===== src/rtl/capture_align_ctrl_pkg.sv =====
// Shared constants and state encoding for the capture alignment controller.
package capture_align_ctrl_pkg;

    localparam int WIDTH     = 7;    // LVDS data lanes
    localparam int TAPS      = 32;   // IDELAY taps per lane
    localparam int SETTLE    = 16;   // idle cycles after a delay change
    localparam int CHECK_LEN = 64;   // consecutive matches for a passing tap
    localparam int MIN_WIN   = 4;    // narrowest acceptable window, in taps

    localparam int TAP_W  = $clog2(TAPS);
    localparam int LANE_W = (WIDTH > 1) ? $clog2(WIDTH) : 1;
    localparam int SET_W  = $clog2(SETTLE + 1);
    localparam int CHK_W  = (CHECK_LEN > 1) ? $clog2(CHECK_LEN) : 1;

    typedef enum logic [2:0] {
        ST_IDLE,
        ST_DRST,
        ST_SETTLE,
        ST_CHECK,
        ST_STEP,
        ST_CENTER,
        ST_NEXT,
        ST_DONE
    } state_e;

endpackage


===== src/rtl/capture_align_ctrl_check.sv =====
// Per-tap pattern checker: counts consecutive matches of one lane's two bits.
// pass pulses on the CHECK_LEN-th consecutive match, fail on the first miss.
module capture_pattern_check
    import capture_align_ctrl_pkg::*;
(
    input  logic       clk,
    input  logic       rst,
    input  logic       en,
    input  logic [1:0] data,
    input  logic [1:0] exp_data,
    output logic       pass,
    output logic       fail
);

    localparam logic [CHK_W-1:0] CHK_LAST = CHK_W'(CHECK_LEN - 1);

    logic [CHK_W-1:0] cnt_q, cnt_d;
    logic             match;

    // Compare sample, raise pass/fail, advance or clear the run counter.
    always_comb begin
        match = (data == exp_data);
        pass  = en && match && (cnt_q == CHK_LAST);
        fail  = en && !match;
        cnt_d = '0;
        if (en && match && !pass) begin
            cnt_d = cnt_q + CHK_W'(1);
        end
    end

    // Match-run counter register.
    always_ff @(posedge clk) begin
        if (rst) begin
            cnt_q <= '0;
        end else begin
            cnt_q <= cnt_d;
        end
    end

endmodule


===== src/rtl/capture_align_ctrl.sv =====
// Per-lane IDELAY training: sweep taps, find the first passing window,
// park each lane at the window centre.
//
// state  | meaning
// -------+-----------------------------------------------------------
// IDLE   | waiting for start
// DRST   | dly_rst pulse, all lanes back to tap 0
// SETTLE | wait for the delay line and capture pipeline, then go to ret_q
// CHECK  | compare the current lane against the pattern at tap cur
// STEP   | one dly_ce pulse (direction in dly_inc), cur moves by one
// CENTER | evaluate the window, walk back one tap at a time to the centre
// NEXT   | store result, move to the next lane at tap 0
// DONE   | run complete, results held until the next start
module capture_align_ctrl
    import capture_align_ctrl_pkg::*;
(
    input  logic                 clk,
    input  logic                 rst,
    input  logic                 start,
    input  logic [2*WIDTH-1:0]   pattern,
    input  logic [2*WIDTH-1:0]   cap_data,
    output logic                 dly_rst,
    output logic [WIDTH-1:0]     dly_ce,
    output logic                 dly_inc,
    output logic                 busy,
    output logic                 done,
    output logic [WIDTH-1:0]     fail_mask,
    input  logic [LANE_W-1:0]    tap_rd_lane,
    output logic [TAP_W-1:0]     tap_rd
);

    localparam logic [TAP_W-1:0]  TAP_MAX     = TAP_W'(TAPS - 1);
    localparam logic [LANE_W-1:0] LANE_MAX    = LANE_W'(WIDTH - 1);
    localparam logic [SET_W-1:0]  SETTLE_LAST = SET_W'(SETTLE);

    state_e              state_q, state_d;
    state_e              ret_q, ret_d;
    logic [LANE_W-1:0]   lane_q, lane_d;
    logic [TAP_W-1:0]    cur_q, cur_d;
    logic [TAP_W-1:0]    first_q, first_d;
    logic [TAP_W-1:0]    last_q, last_d;
    logic                have_pass_q, have_pass_d;
    logic [SET_W-1:0]    settle_cnt_q, settle_cnt_d;
    logic [WIDTH-1:0]    fail_mask_q, fail_mask_d;
    logic [TAP_W-1:0]    tap_tbl_q [WIDTH];
    logic [TAP_W-1:0]    tap_tbl_d [WIDTH];
    logic                dly_rst_q, dly_rst_d;
    logic [WIDTH-1:0]    dly_ce_q, dly_ce_d;
    logic                dly_inc_q, dly_inc_d;
    logic                busy_q, busy_d;
    logic                done_q, done_d;

    logic                chk_en, chk_pass, chk_fail;
    logic [1:0]          lane_data, lane_exp;
    logic [TAP_W:0]      win_w, win_sum;
    logic [TAP_W-1:0]    centre;
    logic                sweep_end;

    assign lane_data = cap_data[{lane_q, 1'b0} +: 2];
    assign lane_exp  = pattern[{lane_q, 1'b0} +: 2];

    capture_pattern_check u_check (
        .clk      (clk),
        .rst      (rst),
        .en       (chk_en),
        .data     (lane_data),
        .exp_data (lane_exp),
        .pass     (chk_pass),
        .fail     (chk_fail)
    );

    // Window width and floor centre, one bit wider so 0..TAPS-1 cannot wrap.
    always_comb begin
        win_w   = {1'b0, last_q} - {1'b0, first_q} + (TAP_W + 1)'(1);
        win_sum = {1'b0, first_q} + {1'b0, last_q};
        centre  = win_sum[TAP_W:1];
    end

    // Next-state logic for the sweep/centre sequencer and its datapath.
    always_comb begin
        state_d      = state_q;
        ret_d        = ret_q;
        lane_d       = lane_q;
        cur_d        = cur_q;
        first_d      = first_q;
        last_d       = last_q;
        have_pass_d  = have_pass_q;
        settle_cnt_d = '0;
        fail_mask_d  = fail_mask_q;
        tap_tbl_d    = tap_tbl_q;
        dly_inc_d    = dly_inc_q;
        chk_en       = 1'b0;
        sweep_end    = 1'b0;

        case (state_q)
            ST_IDLE, ST_DONE: begin
                if (start) begin
                    state_d     = ST_DRST;
                    fail_mask_d = '0;
                    tap_tbl_d   = '{default: '0};
                    lane_d      = '0;
                    cur_d       = '0;
                    first_d     = '0;
                    last_d      = '0;
                    have_pass_d = 1'b0;
                end
            end
            ST_DRST: begin
                state_d = ST_SETTLE;
                ret_d   = ST_CHECK;
            end
            ST_SETTLE: begin
                if (settle_cnt_q == SETTLE_LAST) begin
                    state_d = ret_q;
                end else begin
                    settle_cnt_d = settle_cnt_q + SET_W'(1);
                end
            end
            ST_CHECK: begin
                chk_en = 1'b1;
                if (chk_pass || chk_fail) begin
                    if (chk_pass) begin
                        if (!have_pass_q) begin
                            first_d = cur_q;
                        end
                        last_d      = cur_q;
                        have_pass_d = 1'b1;
                    end
                    // A miss after any pass closes the window.
                    sweep_end = (chk_fail && have_pass_q) || (cur_q == TAP_MAX);
                    if (sweep_end) begin
                        state_d = ST_CENTER;
                    end else begin
                        state_d   = ST_STEP;
                        dly_inc_d = 1'b1;
                    end
                end
            end
            ST_STEP: begin
                cur_d   = dly_inc_q ? (cur_q + TAP_W'(1)) : (cur_q - TAP_W'(1));
                state_d = ST_SETTLE;
                ret_d   = dly_inc_q ? ST_CHECK : ST_CENTER;
            end
            ST_CENTER: begin
                if (!have_pass_q || (win_w < (TAP_W + 1)'(MIN_WIN))) begin
                    fail_mask_d[lane_q] = 1'b1;
                    tap_tbl_d[lane_q]   = cur_q;
                    state_d             = ST_NEXT;
                end else if (cur_q > centre) begin
                    state_d   = ST_STEP;
                    dly_inc_d = 1'b0;
                end else begin
                    tap_tbl_d[lane_q] = centre;
                    state_d           = ST_NEXT;
                end
            end
            ST_NEXT: begin
                cur_d       = '0;
                first_d     = '0;
                last_d      = '0;
                have_pass_d = 1'b0;
                if (lane_q == LANE_MAX) begin
                    state_d = ST_DONE;
                end else begin
                    lane_d  = lane_q + LANE_W'(1);
                    state_d = ST_CHECK;
                end
            end
            default: begin
                state_d = ST_IDLE;
            end
        endcase

        // Outputs are decoded from the next state so they register in step with it.
        dly_rst_d = (state_d == ST_DRST);
        dly_ce_d  = (state_d == ST_STEP) ? (WIDTH'(1) << lane_d) : '0;
        busy_d    = (state_d != ST_IDLE) && (state_d != ST_DONE);
        done_d    = (state_d == ST_DONE);
    end

    // State, datapath and output registers.
    always_ff @(posedge clk) begin
        if (rst) begin
            state_q      <= ST_IDLE;
            ret_q        <= ST_CHECK;
            lane_q       <= '0;
            cur_q        <= '0;
            first_q      <= '0;
            last_q       <= '0;
            have_pass_q  <= 1'b0;
            settle_cnt_q <= '0;
            fail_mask_q  <= '0;
            tap_tbl_q    <= '{default: '0};
            dly_rst_q    <= 1'b0;
            dly_ce_q     <= '0;
            dly_inc_q    <= 1'b0;
            busy_q       <= 1'b0;
            done_q       <= 1'b0;
        end else begin
            state_q      <= state_d;
            ret_q        <= ret_d;
            lane_q       <= lane_d;
            cur_q        <= cur_d;
            first_q      <= first_d;
            last_q       <= last_d;
            have_pass_q  <= have_pass_d;
            settle_cnt_q <= settle_cnt_d;
            fail_mask_q  <= fail_mask_d;
            tap_tbl_q    <= tap_tbl_d;
            dly_rst_q    <= dly_rst_d;
            dly_ce_q     <= dly_ce_d;
            dly_inc_q    <= dly_inc_d;
            busy_q       <= busy_d;
            done_q       <= done_d;
        end
    end

    // Tap table readback; out-of-range lane selects read as 0.
    always_comb begin
        tap_rd = '0;
        if ({1'b0, tap_rd_lane} < (LANE_W + 1)'(WIDTH)) begin
            tap_rd = tap_tbl_q[tap_rd_lane];
        end
    end

    assign dly_rst   = dly_rst_q;
    assign dly_ce    = dly_ce_q;
    assign dly_inc   = dly_inc_q;
    assign busy      = busy_q;
    assign done      = done_q;
    assign fail_mask = fail_mask_q;

endmodule

===== config.mk =====
export PLATFORM = sky130hd
export DESIGN_NAME = capture_align_ctrl
export DESIGN_NICKNAME = d
export VERILOG_FILES = /design/src/rtl/capture_align_ctrl_pkg.sv /design/src/rtl/capture_align_ctrl_check.sv /design/src/rtl/capture_align_ctrl.sv
export SDC_FILE = /design/constraint.sdc
export NUM_CORES = 1
export LEC_CHECK = 0
export BUFFER_PORTS_ARGS = -buffer_cell sky130_fd_sc_hd__clkbuf_2
export CELL_PAD_IN_SITES_DETAIL_PLACEMENT = 0
export CELL_PAD_IN_SITES_GLOBAL_PLACEMENT = 2
export CORE_UTILIZATION = 36
export CTS_CLUSTER_SIZE = 20
export DETAILED_ROUTE_END_ITERATION = 8
export HOLD_SLACK_MARGIN = 0.12
export PLACE_DENSITY_LB_ADDON = 0.05
export SLEW_MARGIN = 40
export SYNTH_ARGS = -nofsm -noshare
export SYNTH_HDL_FRONTEND = slang
export SYNTH_SLANG_ARGS = --single-unit

===== constraint.sdc =====
create_clock -name clk -period 5.17 [get_ports clk]
set_clock_uncertainty 0.15 [all_clocks]
set_input_delay 0.517 -clock clk [delete_from_list [all_inputs] [get_ports clk]]
set_output_delay 0.517 -clock clk [all_outputs]
set_load 0.05 [all_outputs]

==> results of run 1 <==
==> per-layer routing <==
layer	vias up	track usage, %	part of all wire (%)
met5	-	0	0
met4	0	6.17	0.89
met3	6	3.95	2.9
met2	79	31.8	48
met1	2203	26.3	48
li1	2290	-	-
==> Yosys cell counts, types with 5 or more instances <==
| cell type | number | area, um2 |
|---|---|---|
| sky130_fd_sc_hd__nor4_1 | 8 | 50.1 |
| sky130_fd_sc_hd__nand3b_1 | 9 | 67.6 |
| sky130_fd_sc_hd__nand2_1 | 35 | 131 |
| sky130_fd_sc_hd__inv_1 | 27 | 101 |
| sky130_fd_sc_hd__mux2_2 | 16 | 180 |
| sky130_fd_sc_hd__xnor2_1 | 8 | 70.1 |
| sky130_fd_sc_hd__o22ai_1 | 5 | 31.3 |
| sky130_fd_sc_hd__nand3_1 | 39 | 195 |
| sky130_fd_sc_hd__nor2b_1 | 16 | 100 |
| sky130_fd_sc_hd__nor2_1 | 56 | 210 |
| sky130_fd_sc_hd__xor2_1 | 8 | 70.1 |
| sky130_fd_sc_hd__a211oi_1 | 6 | 45.0 |
| sky130_fd_sc_hd__and2_1 | 5 | 31.3 |
| sky130_fd_sc_hd__clkbuf_1 | 28 | 105 |
| sky130_fd_sc_hd__nand2b_1 | 13 | 81.3 |
| sky130_fd_sc_hd__mux4_2 | 6 | 135 |
| sky130_fd_sc_hd__dfxtp_1 | 88 | 1760 |
| sky130_fd_sc_hd__nor3_1 | 12 | 60.1 |
| sky130_fd_sc_hd__o21ai_0 | 50 | 250 |
| sky130_fd_sc_hd__mux2i_1 | 19 | 190 |
| sky130_fd_sc_hd__a21oi_1 | 61 | 305 |
| sky130_fd_sc_hd__ha_1 | 24 | 300 |
| sky130_fd_sc_hd__a32o_1 | 6 | 60.1 |
| sky130_fd_sc_hd__and3_1 | 5 | 31.3 |
==> power breakdown <==
| group | internal (mW) | switching, mW |
|---|---|---|
| sequential | 0.682 | 0.00912 |
| combinational | 0.0390 | 0.0768 |
| clock | 0.389 | 0.273 |
==> placed cells by master (no fill, tap or decap), types with 4 or more instances in the layout <==
cell	netlist	layout
sky130_fd_sc_hd__nand3b_1	9	9
sky130_fd_sc_hd__clkbuf_16	0	9
sky130_fd_sc_hd__xnor2_1	8	8
sky130_fd_sc_hd__nand2b_1	13	13
sky130_fd_sc_hd__inv_1	27	27
sky130_fd_sc_hd__a211oi_1	6	6
sky130_fd_sc_hd__nor4_1	8	8
sky130_fd_sc_hd__ha_1	24	24
sky130_fd_sc_hd__clkbuf_2	0	56
sky130_fd_sc_hd__o21ai_0	50	50
sky130_fd_sc_hd__a21oi_1	61	60
sky130_fd_sc_hd__buf_4	0	5
sky130_fd_sc_hd__mux2i_1	19	19
sky130_fd_sc_hd__mux2_2	16	16
sky130_fd_sc_hd__nor4bb_1	4	4
sky130_fd_sc_hd__nor3b_1	4	4
sky130_fd_sc_hd__and3_1	5	5
sky130_fd_sc_hd__o22ai_1	5	5
sky130_fd_sc_hd__nor2b_1	16	16
sky130_fd_sc_hd__nand2_1	35	35
sky130_fd_sc_hd__xor2_1	8	8
sky130_fd_sc_hd__and2_1	5	4
sky130_fd_sc_hd__nor2_1	56	56
sky130_fd_sc_hd__dfxtp_1	88	86
sky130_fd_sc_hd__nor3_1	12	10
sky130_fd_sc_hd__o31ai_1	4	4
sky130_fd_sc_hd__mux4_2	6	6
sky130_fd_sc_hd__a32o_1	6	6
sky130_fd_sc_hd__nand3_1	39	39
==> critical path: stages, from the launching register on <==
cell                       delay, ns
sky130_fd_sc_hd__dfxtp_1        0.34
sky130_fd_sc_hd__inv_1          0.08
sky130_fd_sc_hd__ha_1           0.31
sky130_fd_sc_hd__or3b_2         0.46
sky130_fd_sc_hd__fa_1           0.40
sky130_fd_sc_hd__nand2b_1       0.16
sky130_fd_sc_hd__a21oi_1        0.15
sky130_fd_sc_hd__mux2_2         0.36
sky130_fd_sc_hd__o21ai_0        0.49
sky130_fd_sc_hd__buf_4          0.28
sky130_fd_sc_hd__mux2i_1        0.57
sky130_fd_sc_hd__nand3_1        0.14
sky130_fd_sc_hd__a21oi_1        0.17
==> registers in the layout (all words and copies together) (netlist names) <==
register / flops
dly_rst: 1
u_check.cnt_q: 6
last_q: 5
fail_mask: 7
lane_q: 3
state_q: 3
first_q: 5
settle_cnt_q: 5
cur_q: 5
done: 1
busy: 1
ret_q: 2
tap_tbl_q: 35
have_pass_q: 1
dly_inc: 1
dly_ce: 7
==> kinds of logic after synthesis <==
group | count (synthesis)
fa+ha+maj | 27
simple gates | 218
xor+xnor | 16
mux | 42
buf+inv | 63
compound gates | 162
flops | 88
==> worst min path at each step <==
stage | start | to
3_3_place_gp | u_check.cnt_q[0] | u_check.cnt_q[0]
2_1_floorplan | u_check.cnt_q[0] | u_check.cnt_q[0]
5_1_grt | u_check.cnt_q[0] | u_check.cnt_q[0]
6_report | u_check.cnt_q[0] | u_check.cnt_q[0]
3_5_place_dp | u_check.cnt_q[0] | u_check.cnt_q[0]
4_1_cts | u_check.cnt_q[0] | u_check.cnt_q[0]
==> cell type report <==
class | instances | area (um2)
tap | 180 | 225
multi-input combinational | 465 | 3140
clock buffer | 12 | 246
timing repair buffer | 61 | 318
fill | 1390 | 8040
sequential | 88 | 1760
inverter | 28 | 105
clock inverter | 4 | 51.3
==> stage by stage <==
| step | instances | hold slack (ns) | setup WS [ns] | util, % |
|---|---|---|---|---|
| after global placement | 822 | 0.281 | 1.15 | 39.9 |
| after detailed placement | 822 | 0.290 | 1.04 | 39.9 |
| after global routing | 838 | 0.317 | 0.760 | 42.1 |
| after floorplan | 616 | 0.268 | 1.56 | - |
| after CTS | 838 | 0.300 | 1.02 | 42.1 |
| final | 838 | 0.300 | 1.04 | 42.1 |
==> results by stage, run 1 <==
Status:
- The flow ran to the end, and the final reports show no timing, DRC or antenna violations.

Power and ir drop:
- In this run the power density over the cells is around 250 mW/mm2.
- The worst voltage drop across the vdd grid is 167 uV.
- Summed over all cells, the static leakage comes to 2.22 nW.
- Power comes to 1.47 mW.

Global route:
- The number of antenna violations at the first check in global routing came to 0.
- The number of global-route vias before repair is 4324.
- For this run the aggregate overflow at the end of global routing stands at 0.
- The pin count of the biggest net entering global routing is 41.
- For this run, the total global-route usage over all layers was measured as 19.7%.
- The wire length of the first global-routing pass is 22.6 mm.

Synthesis:
- After synthesis, the largest family of logic cells by area is simple AND/OR/NAND/NOR gates.
- The xor and xnor fraction of the mapped netlist area is 2.73%.
- The synthesized netlist devotes 7.02% of its cell area to adder and majority cells.
- Yosys printed 0 warnings.
- Among all flip-flop cells after synthesis, the most frequent one is sky130_fd_sc_hd__dfxtp_1.
- In this run, synthesis inferred 0 flip-flops with an integrated enable.
- The proportion of register bits with asynchronous set or reset after synthesis is 0%.
- A synthesized cell averages 8.34 um2.
- Synthesis inferred 88 register bits.
- The number of nets produced by synthesis is 677.
- After synthesis the cells add up to 0.00514 mm2.
- The mux contribution to synthesized area is 10.1%.
- The synthesized netlist devotes 22.0% of its cell area to simple gates.
- The unique cell type count in the Yosys netlist is 60.
- Summing the areas of all compound-gate instances in the mapped netlist gives 19.0% of the synthesized area.
- The cell count after synthesis came out at 616.
- The share of the Yosys chip area taken by registers is 34.3%.

Worst setup path:
- In this run the worst path has a maximum fanout of 8.
- At the worst endpoint, the arrival time is 4.26 ns.
- The number of cells on the worst reg-to-reg path is 12.
- The capturing point of the worst reg2reg path is tap_tbl_q[28].
- STA classifies the critical path endpoint as a flop.
- The required time at the endpoint of the critical path is between 5 and 6 ns.
- The critical path endpoint is tap_tbl_q[28].
- The critical setup path kind is flop to flop.
- In this run the critical register-to-register path is launched from last_q[1].
- In this run the register-to-register setup slack is between 1 and 1.5 ns.
- The critical path launch point is last_q[1].
- The worst setup path is launched from a flop.

Placement:
- Summing all placed instances gives a cell area of roughly 0.0055 mm2.
- Routability-driven placement finished with a final weighted congestion of 0.793.
- Buffers placed on the I/O ports in this run total 56.
- The final HPWL from detailed placement is ~10 mm.

Job:
- The max-capacitance violation count is 0.

Route:
- The first detailed-routing pass ran for 5 iterations.
- The final wirelength is ~14 mm.
- In this run the remaining antenna-violating nets after routing total 0.
- The routed via count divided by cell count is 5.46.
- The via count of the routed design is around 4600.
- After detailed routing, the average wire length per cell comes to between 15 and 20 um.
- The first-iteration detailed-routing DRC count is around 270.
- For this run, design rule violations remaining after detail routing come to 0.

Min path:
- The min-delay analysis places its worst path in the category flop to flop.
- The number of cells traversed by the worst hold path is 1.

Clocking:
- The post-CTS setup-driven buffer insertion count is 0.
- The clock input transition at the sequential cells of the worst setup and hold paths is around 0.060 ns.
- In this run, post-CTS repair resized a total of 0 instances.
- The total CTS buffers is 9.
- The later-pin clock latency in the skew report is 0.35 ns.
- The number of buffers between clock root and the deepest sink is 2.
- The tree built by TritonCTS fans out to 88 sinks.
- Hold repair after CTS inserted 0 buffers.
- TritonCTS built the clock tree.
- The root cell of the clock tree is sky130_fd_sc_hd__clkbuf_16.
- CTS built an H-tree with a depth of 3.

Timing:
- Setup violations remaining at the end of the flow were counted as 0.
- The number of pins exceeding their max-slew limit in the final report came to 0.
- Timing would allow up to 0.242 GHz.
- The worst slew margin relative to its limit is between 40% and 50%.
- Setup repair after global routing left no endpoint under its margin.
- Summed over all failing endpoints, the final setup total negative slack is 0 ns.
- The worst path uses between 70% and 80% of the clock period.
- The count of final hold-check violations was 0.
- For the pin with the worst max-slew slack, the measured transition is 0.752 ns.
- The worst path needs 4.13 ns of the cycle, external delays included.

Floorplan:
- The die outline area is ~0.015 mm2.
- The area of the core region is between 0.01 and 0.015 mm2.
- The initial utilization of the core area, before any placement, comes to between 30% and 40%.
- The I/O pin total is 57.
- The floorplan has 43 rows.
- The floorplan step set the die width to about 120 um.
- In this run the vertical extent of the chip is ~120 um.

Final layout:
- The design area is 0.00585 mm2.
- The count of inserted antenna diode cells is 0.
- Of the cells placed in the final design, the portion with a size suffix greater than 1 is 16.9%.
- The layout overhead on the synthesized area is 13.8%.
- The final net count is about 710.
Power figures use the tool's default switching activity.
==> run 2: changes to the inputs <==
- clock period: 5.17 -> 4.2 ns (I/O delays scaled with it)
==> run 2 against run 1 <==
Combinational power grew 23%. Critical path type unchanged. Highest routed layer unchanged. Sequential share of layout area shrank 0.31 points. Wire length grew 2.1%. Die area is the same.
==> results by stage, run 2 (synthesis results as in run 1) <==
Worst setup path:
- The capturing point of the worst reg2reg path is tap_tbl_q[11].
- Of all nets on the critical path, the largest fanout is 7.
- The number of cells on the worst reg-to-reg path is 12.
- The required time at the endpoint of the critical path is between 4 and 5 ns.
- The worst reg-to-reg setup slack is 0.60 ns.
- STA puts the critical path data arrival time at 3.72 ns.
- The endpoint class of the critical path is a flop.
- The worst setup path is launched from a flop.
- The startpoint of the worst register-to-register path is last_q[1].
- The critical path is of the flop to flop type.

Floorplan:
- The y dimension of the die is between 100 and 150 um.
- 57 I/O pins were placed.
- Measured along the x axis, the die boundary spans 121 um.
- The number of placement rows is 43.
- The die outline area is ~0.015 mm2.
- The initial core utilization is 37.0%.
- The core region is 0.0139 mm2.

Final layout:
- The area growth from synthesis to layout is 14.9%.
- The number of antenna diodes in the final layout is 0.
- The filler cell count in the final layout is 1427.
- In the final layout, flip-flops and latches occupy 0.00176 mm2.
- The final standard cell count with taps included and fillers excluded is about 850.
- The multi-input gate area in the final layout is 0.00312 mm2.
- The final net count is 723.
- The post-route netlist has 17.4% of its cells at a drive strength greater than 1.
- The library cell used most frequently in the layout, excluding fill and tap cells, is sky130_fd_sc_hd__dfxtp_1.
- The register with the most flip-flops in the final layout is tap_tbl_q.
- The design area is between 0.005 and 0.006 mm2.
- The register with the most flip-flops in the layout has 35 of them.
- The library cells used most frequently in the layout, excluding fill and tap cells, are sky130_fd_sc_hd__dfxtp_1 (87), sky130_fd_sc_hd__a21oi_1 (60), sky130_fd_sc_hd__nor2_1 (56), sky130_fd_sc_hd__clkbuf_2 (56), sky130_fd_sc_hd__o21ai_0 (50).
- The utilization after layout is 42.5%.

Route:
- The number of routed nets with antenna violations is 0.
- The final wirelength is 14.2 mm.
- The final route contains 4644 vias.
- In this run, the number of DRC markers left after iteration 0 of detailed routing was 268.
- The iteration count of the initial detailed-routing pass is 4.
- The routed via count divided by cell count is 5.48.
- The wire length per cell after detailed routing is approximately 17 um.
- After detailed routing, the number of remaining DRC violations is 0.

Timing:
- Setup violations remaining at the end of the flow were counted as 0.
- The final critical path time including I/O delays and setup is 3.60 ns.
- The number of pins exceeding their max-slew limit in the final report was 0.
- Based on the critical path, the design can be clocked at up to approximately 0.28 GHz.
- Setup repair after global routing left no endpoint under its margin.
- In the post-route analysis, the smallest setup slack over all paths is around 0.6 ns.
- For the pin with the worst max-slew slack, the measured transition is 0.796 ns.
- Measured against its own limit, the worst slew margin works out to 46.5%.
- The count of final hold-check violations is 0.
- The final setup TNS is 0 ns.
- The final clock period utilization by the worst path is 85.7%.
- The tightest hold path in the finished design has a slack of about 0.30 ns.

Min path:
- The number of cells traversed by the worst hold path is 1.
- The path type of the worst min-delay path is flop to flop.
- The worst hold path endpoint is u_check.cnt_q[0].
- The start point of the worst hold path is u_check.cnt_q[0].

Clocking:
- The clock passes through at most 2 buffers.
- The later-pin clock latency in the skew report is 0.34 ns.
- CTS built an H-tree with a depth of 3.
- In this run, post-CTS hold repair placed 0 buffers.
- The number of sinks handled by clock tree synthesis is 88.
- After clock tree synthesis, the setup repair step added 0 buffers.
- After clock tree synthesis, the clock-pin slew on the worst setup and hold paths is 0.06 ns.
- In this run, post-CTS repair resized a total of 0 instances.
- The cell sitting at the root of the clock tree is a sky130_fd_sc_hd__clkbuf_16.
- TritonCTS built the clock tree.
- The total CTS buffers is 9.

Power and ir drop:
- The power per cell area is 307 mW/mm2.
- The leakage dissipation is 2.26 nW.
- The worst voltage drop across the vdd grid is roughly 200 uV.
- After layout, the design draws a total of 1.81 mW.

Global route:
- The wire length of the first global-routing pass is approximately 23 mm.
- The met2 layer usage reported by global route is roughly a third.
- The residual overflow from global routing is 0.
- In the global route stage, overall resource usage came out at 20.2%.
- The number of global-route vias before repair is approximately 4400.
- The most crowded layer after global routing is met2.
- The number of antenna violations at the first check in global routing is 0.
- The pin count of the biggest net entering global routing is 39.
- For met1 alone, demand over resource in global routing was 26.3%.
- The met3 track demand over resource in global routing is 3.90%.

Placement:
- In this run, placement finished with an instance count of 831.
- The placer congestion estimate is 0.856.
- The final HPWL from detailed placement is 10.3 mm.
- In this run the tool buffered the top-level ports with 56 buffer cells.
- Prior to clock tree synthesis, the placed netlist has a worst setup slack of about 0.62 ns.
- Once placement finished, the instance area stood at 0.00560 mm2.

Job:
- The max-capacitance violation count is 0.

Status:
- The run finished with clean final reports.
run 2: cell count changes in the layout (fill, tap and decap cells not counted), sizes merged:
cell and delta:
clkinvlp -1, clkinv +1, buf +9
run 2: layout make-up:
class / instances / area share (%)
Sequential cell: 88 / 29.9
Multi-Input combinational cell: 465 / 52.9
Timing Repair Buffer: 70 / 6.53
Clock inverter: 4 / 0.890
Tap cell: 180 / 3.82
Inverter: 28 / 1.78
Clock buffer: 12 / 4.18
run 2: worst max path at each step:
stage	endpoint	cells past startpoint	slack, ns	startpoint
after detailed placement	tap_tbl_q[21]	12	0.62	last_q[1]
after global routing	dly_ce[6]	14	0.28	last_q[1]
final	tap_tbl_q[11]	12	0.60	last_q[1]
after floorplan	tap_tbl_q[28]	12	0.59	last_q[1]
after global placement	tap_tbl_q[11]	12	0.64	last_q[1]
after CTS	tap_tbl_q[16]	12	0.60	last_q[1]
run 2: layer usage:
metal	part of all wire [%]	wire [um]
met2	47	6740
met5	0	0
met3	3.5	504
met4	1.7	248
met1	47	6710
run 2: power breakdown:
part	total, mW	internal, mW	switching, mW
Combinational	0.143	0.0484	0.0949
Clock	0.819	0.480	0.339
Sequential	0.851	0.840	0.0114
run 2: worst max-delay path, cell delays in order, from the launching register on:
cell and delay (ns):
sky130_fd_sc_hd__dfxtp_1 0.33, sky130_fd_sc_hd__inv_1 0.08, sky130_fd_sc_hd__ha_1 0.30, sky130_fd_sc_hd__or3b_2 0.46, sky130_fd_sc_hd__fa_1 0.40, sky130_fd_sc_hd__nand2b_1 0.16
sky130_fd_sc_hd__a21oi_1 0.14, sky130_fd_sc_hd__mux2_2 0.37, sky130_fd_sc_hd__o21ai_0 0.22, sky130_fd_sc_hd__buf_4 0.18, sky130_fd_sc_hd__mux2_2 0.40, sky130_fd_sc_hd__nand3b_1 0.17
sky130_fd_sc_hd__a21oi_1 0.16
==> run 3: changes to the inputs <==
- BUFFER_PORTS_ARGS: -buffer_cell sky130_fd_sc_hd__clkbuf_2 -> -buffer_cell sky130_fd_sc_hd__buf_2
==> run 3 against run 2 <==
Highest routed layer unchanged. Largest power group is now clock. Core utilization increased by 0.20 points. Largest cell class unchanged. Clock-buffer cell count is 2 lower. Die area unchanged. Final area grew 0.47%.
==> results by stage, run 3 (synthesis results as in run 1) <==
Worst setup path:
- The critical path goes through inv_1 > ha_1 > nand3b_1 > a21oi_1 > nor2_1 > xnor2_1 > ha_1 > nand4_1 > mux2i_1 > a21oi_1 > o211ai_1 > a221oi_1 > o21ai_2 > nor4_1.
- The startpoint of the worst register-to-register path is last_q[1].
- The peak fanout along the critical path is 9.
- The number of cells on the worst reg-to-reg path is 14.
- In this run the worst setup path begins at last_q[1].
- The required time at the endpoint of the critical path is 4.30 ns.
- The endpoint identified for the worst register-to-register timing path is dly_ce[2].
- The buffering stage count on the worst path with inverters included is 1.
- The critical path's slowest cell is sky130_fd_sc_hd__a221oi_1.
- The critical path startpoint category is a flop.
- The delay contributed by the slowest stage of the critical path is about 0.50 ns.
- The worst setup path is of the flop to flop kind.
- The worst setup path is captured at a flop.
- The data arrival time at the worst-slack endpoint is 3.75 ns.
- Setup slack on the worst reg-to-reg path comes out at 0.55 ns.
- The kind of cell adding the most delay to the critical path is compound AO/OA/AOI/OAI gates.

Global route:
- The residual overflow from global routing is 0.
- The number of global-route vias before repair is 4478.
- For this run, the total global-route usage over all layers was measured as 20.4%.
- The number of antenna violations at the first check in global routing is 0.
- Entering global routing, the biggest net connects 39 pins.
- The wire length of the first global-routing pass is 23.4 mm.

Floorplan:
- The total area inside the core boundary comes to roughly 0.014 mm2.
- For this configuration, the core starts out at a cell density of 37.0%.
- Measured along the x axis, the die boundary spans approximately 120 um.
- The number of placement rows is 43.
- The floorplan step set the die height to approximately 120 um.
- The floorplan step defined a die boundary enclosing around 0.015 mm2.
- 57 I/O pins were placed.

Clocking:
- The post-CTS setup-driven buffer insertion count is 0.
- The tree is rooted in a sky130_fd_sc_hd__clkbuf_16.
- The later-pin clock latency in the skew report is around 0.35 ns.
- The count of hold-fix buffers inserted at cts is 0.
- The number of sinks handled by clock tree synthesis is 88.
- The total CTS buffers is 9.
- TritonCTS built the clock tree.
- Once the clock tree was built, the resizer swapped 0 gates to a different size.
- The number of levels in the clock H-tree is 3.
- Clock-pin slew was measured on the worst setup and hold paths at 0.07 ns.
- The clock passes through at most 2 buffers.

Final layout:
- Leaving out fill and tap cells, the most frequent cells in the layout are sky130_fd_sc_hd__dfxtp_1 (87), sky130_fd_sc_hd__a21oi_1 (60), sky130_fd_sc_hd__nor2_1 (56), sky130_fd_sc_hd__buf_2 (56), sky130_fd_sc_hd__o21ai_0 (50).
- The count of inserted antenna diode cells is 0.
- Cells with a size suffix above 1 make up around 18% of the layout.
- The design area is a little under 0.006 mm2.
- The count of cells in the finished layout, fillers not included, comes to 848.
- More flip-flops sit in one register than any other, and that register is tap_tbl_q.
- The flip-flop count of the largest register after layout is 35.
- From synthesis to final layout, the design area changed by 15.4%.
- For this run, the share of the core covered by cells in the final layout is 42.7%.
- For this run, the post-layout net count is approximately 720.
- The library cell used most frequently in the layout, excluding fill and tap cells, is sky130_fd_sc_hd__dfxtp_1.

Timing:
- The worst slew margin relative to its limit is about half.
- The worst path meets setup with 0.552 ns of slack.
- The final critical path time including I/O delays and setup is about 3.6 ns.
- After routing, the total negative slack on setup checks comes to 0 ns.
- The worst hold-check slack is 0.299 ns.
- Setup violations remaining at the end of the flow were counted as 0.
- Based on the critical path, the design can be clocked at up to 0.274 GHz.
- Setup repair after global routing left no endpoint under its margin.
- For the pin with the worst max-slew slack, the measured transition is 0.764 ns.
- The count of final hold-check violations is 0.
- The final clock period utilization by the worst path is 86.9%.
- The number of pins exceeding their max-slew limit in the final report is 0.

Route:
- The highest routing layer actually used is met4.
- Summing over every cut layer, the via total after detailed routing is 4578.
- Using the TritonRoute via totals, the vias-per-cell ratio works out to roughly 5.4.
- After detailed routing, the total wire length is 14.2 mm.
- The sum of met3 wire segment lengths after detailed routing is about 520 um.
- The DRC violation count after routing is 0.
- The detail route stage leaves a number of antenna-violating nets equal to 0.
- In the detailed route, the total length drawn on met2 is between 6 and 7 mm.
- The first detailed-routing pass ran for 5 iterations.
- In the final routed layout, each cell accounts on average for 16.8 um.
- The first-iteration detailed-routing DRC count is 204.
- The met1 wire length is 6.83 mm.

Placement:
- The total of buffers placed on input and output ports is 56.
- Timing analysis after detailed placement gives a worst setup slack of about 0.59 ns.
- The placer congestion estimate is approximately 0.84.
- The number of cells in the design after placement is 832.
- The final HPWL from detailed placement is 10.3 mm.
- The area of placed instances is ~0.0056 mm2.

Status:
- The flow ran to the end, and the final reports show no timing, DRC or antenna violations.

Job:
- The max-capacitance violation count is 0.

Power and ir drop:
- IR analysis of the VDD net gives a maximum drop of around 260 uV.
- The power per cell area is 315 mW/mm2.
- The completed layout was analyzed and its total power is about 1.9 mW.
- The leakage dissipation is between 2 and 2.5 nW.

Min path:
- Counting instances, the worst hold path has a depth of 1.
- The worst hold path endpoint is u_check.cnt_q[0].
- In this run the worst hold path is classified as flop to flop.
- The worst hold path begins at u_check.cnt_q[0].
## run 3: cell count changes in the layout (fill, tap and decap cells not counted), sizes merged
cell | before | now
inv | 28 | 29
clkinvlp | 0 | 1
buf | 14 | 71
clkbuf | 68 | 10
clkinv | 3 | 2
bufinv | 1 | 2
## run 3: per-layer routing
layer | track usage (%) | vias to the layer above
li1 | - | 2308
met1 | 27.5 | 2194
met2 | 33.0 | 67
met3 | 3.90 | 9
met4 | 5.71 | 0
met5 | 0 | -
## run 3: power by group
group	internal, mW	leakage [nW]	switching [mW]
sequential	0.840	0.710	0.0112
clock	0.525	0.153	0.350
combinational	0.0484	1.42	0.0954
## run 3: layout make-up
type / instances / area, um2
Clock buffer: 10 / 229
Clock inverter: 6 / 90.1
Fill cell: 1423 / 7950
Inverter: 28 / 105
Multi-Input combinational cell: 465 / 3120
Sequential cell: 88 / 1760
Tap cell: 180 / 225
Timing Repair Buffer: 71 / 393
## run 3: how the worst max path moves through the flow
stage | cells after the start | slack [ns] | to
3_5_place_dp | 12 | 0.59 | tap_tbl_q[31]
5_1_grt | 14 | 0.18 | dly_ce[0]
2_1_floorplan | 12 | 0.59 | tap_tbl_q[28]
6_report | 14 | 0.55 | dly_ce[2]
3_3_place_gp | 12 | 0.64 | tap_tbl_q[11]
4_1_cts | 14 | 0.55 | dly_ce[2]
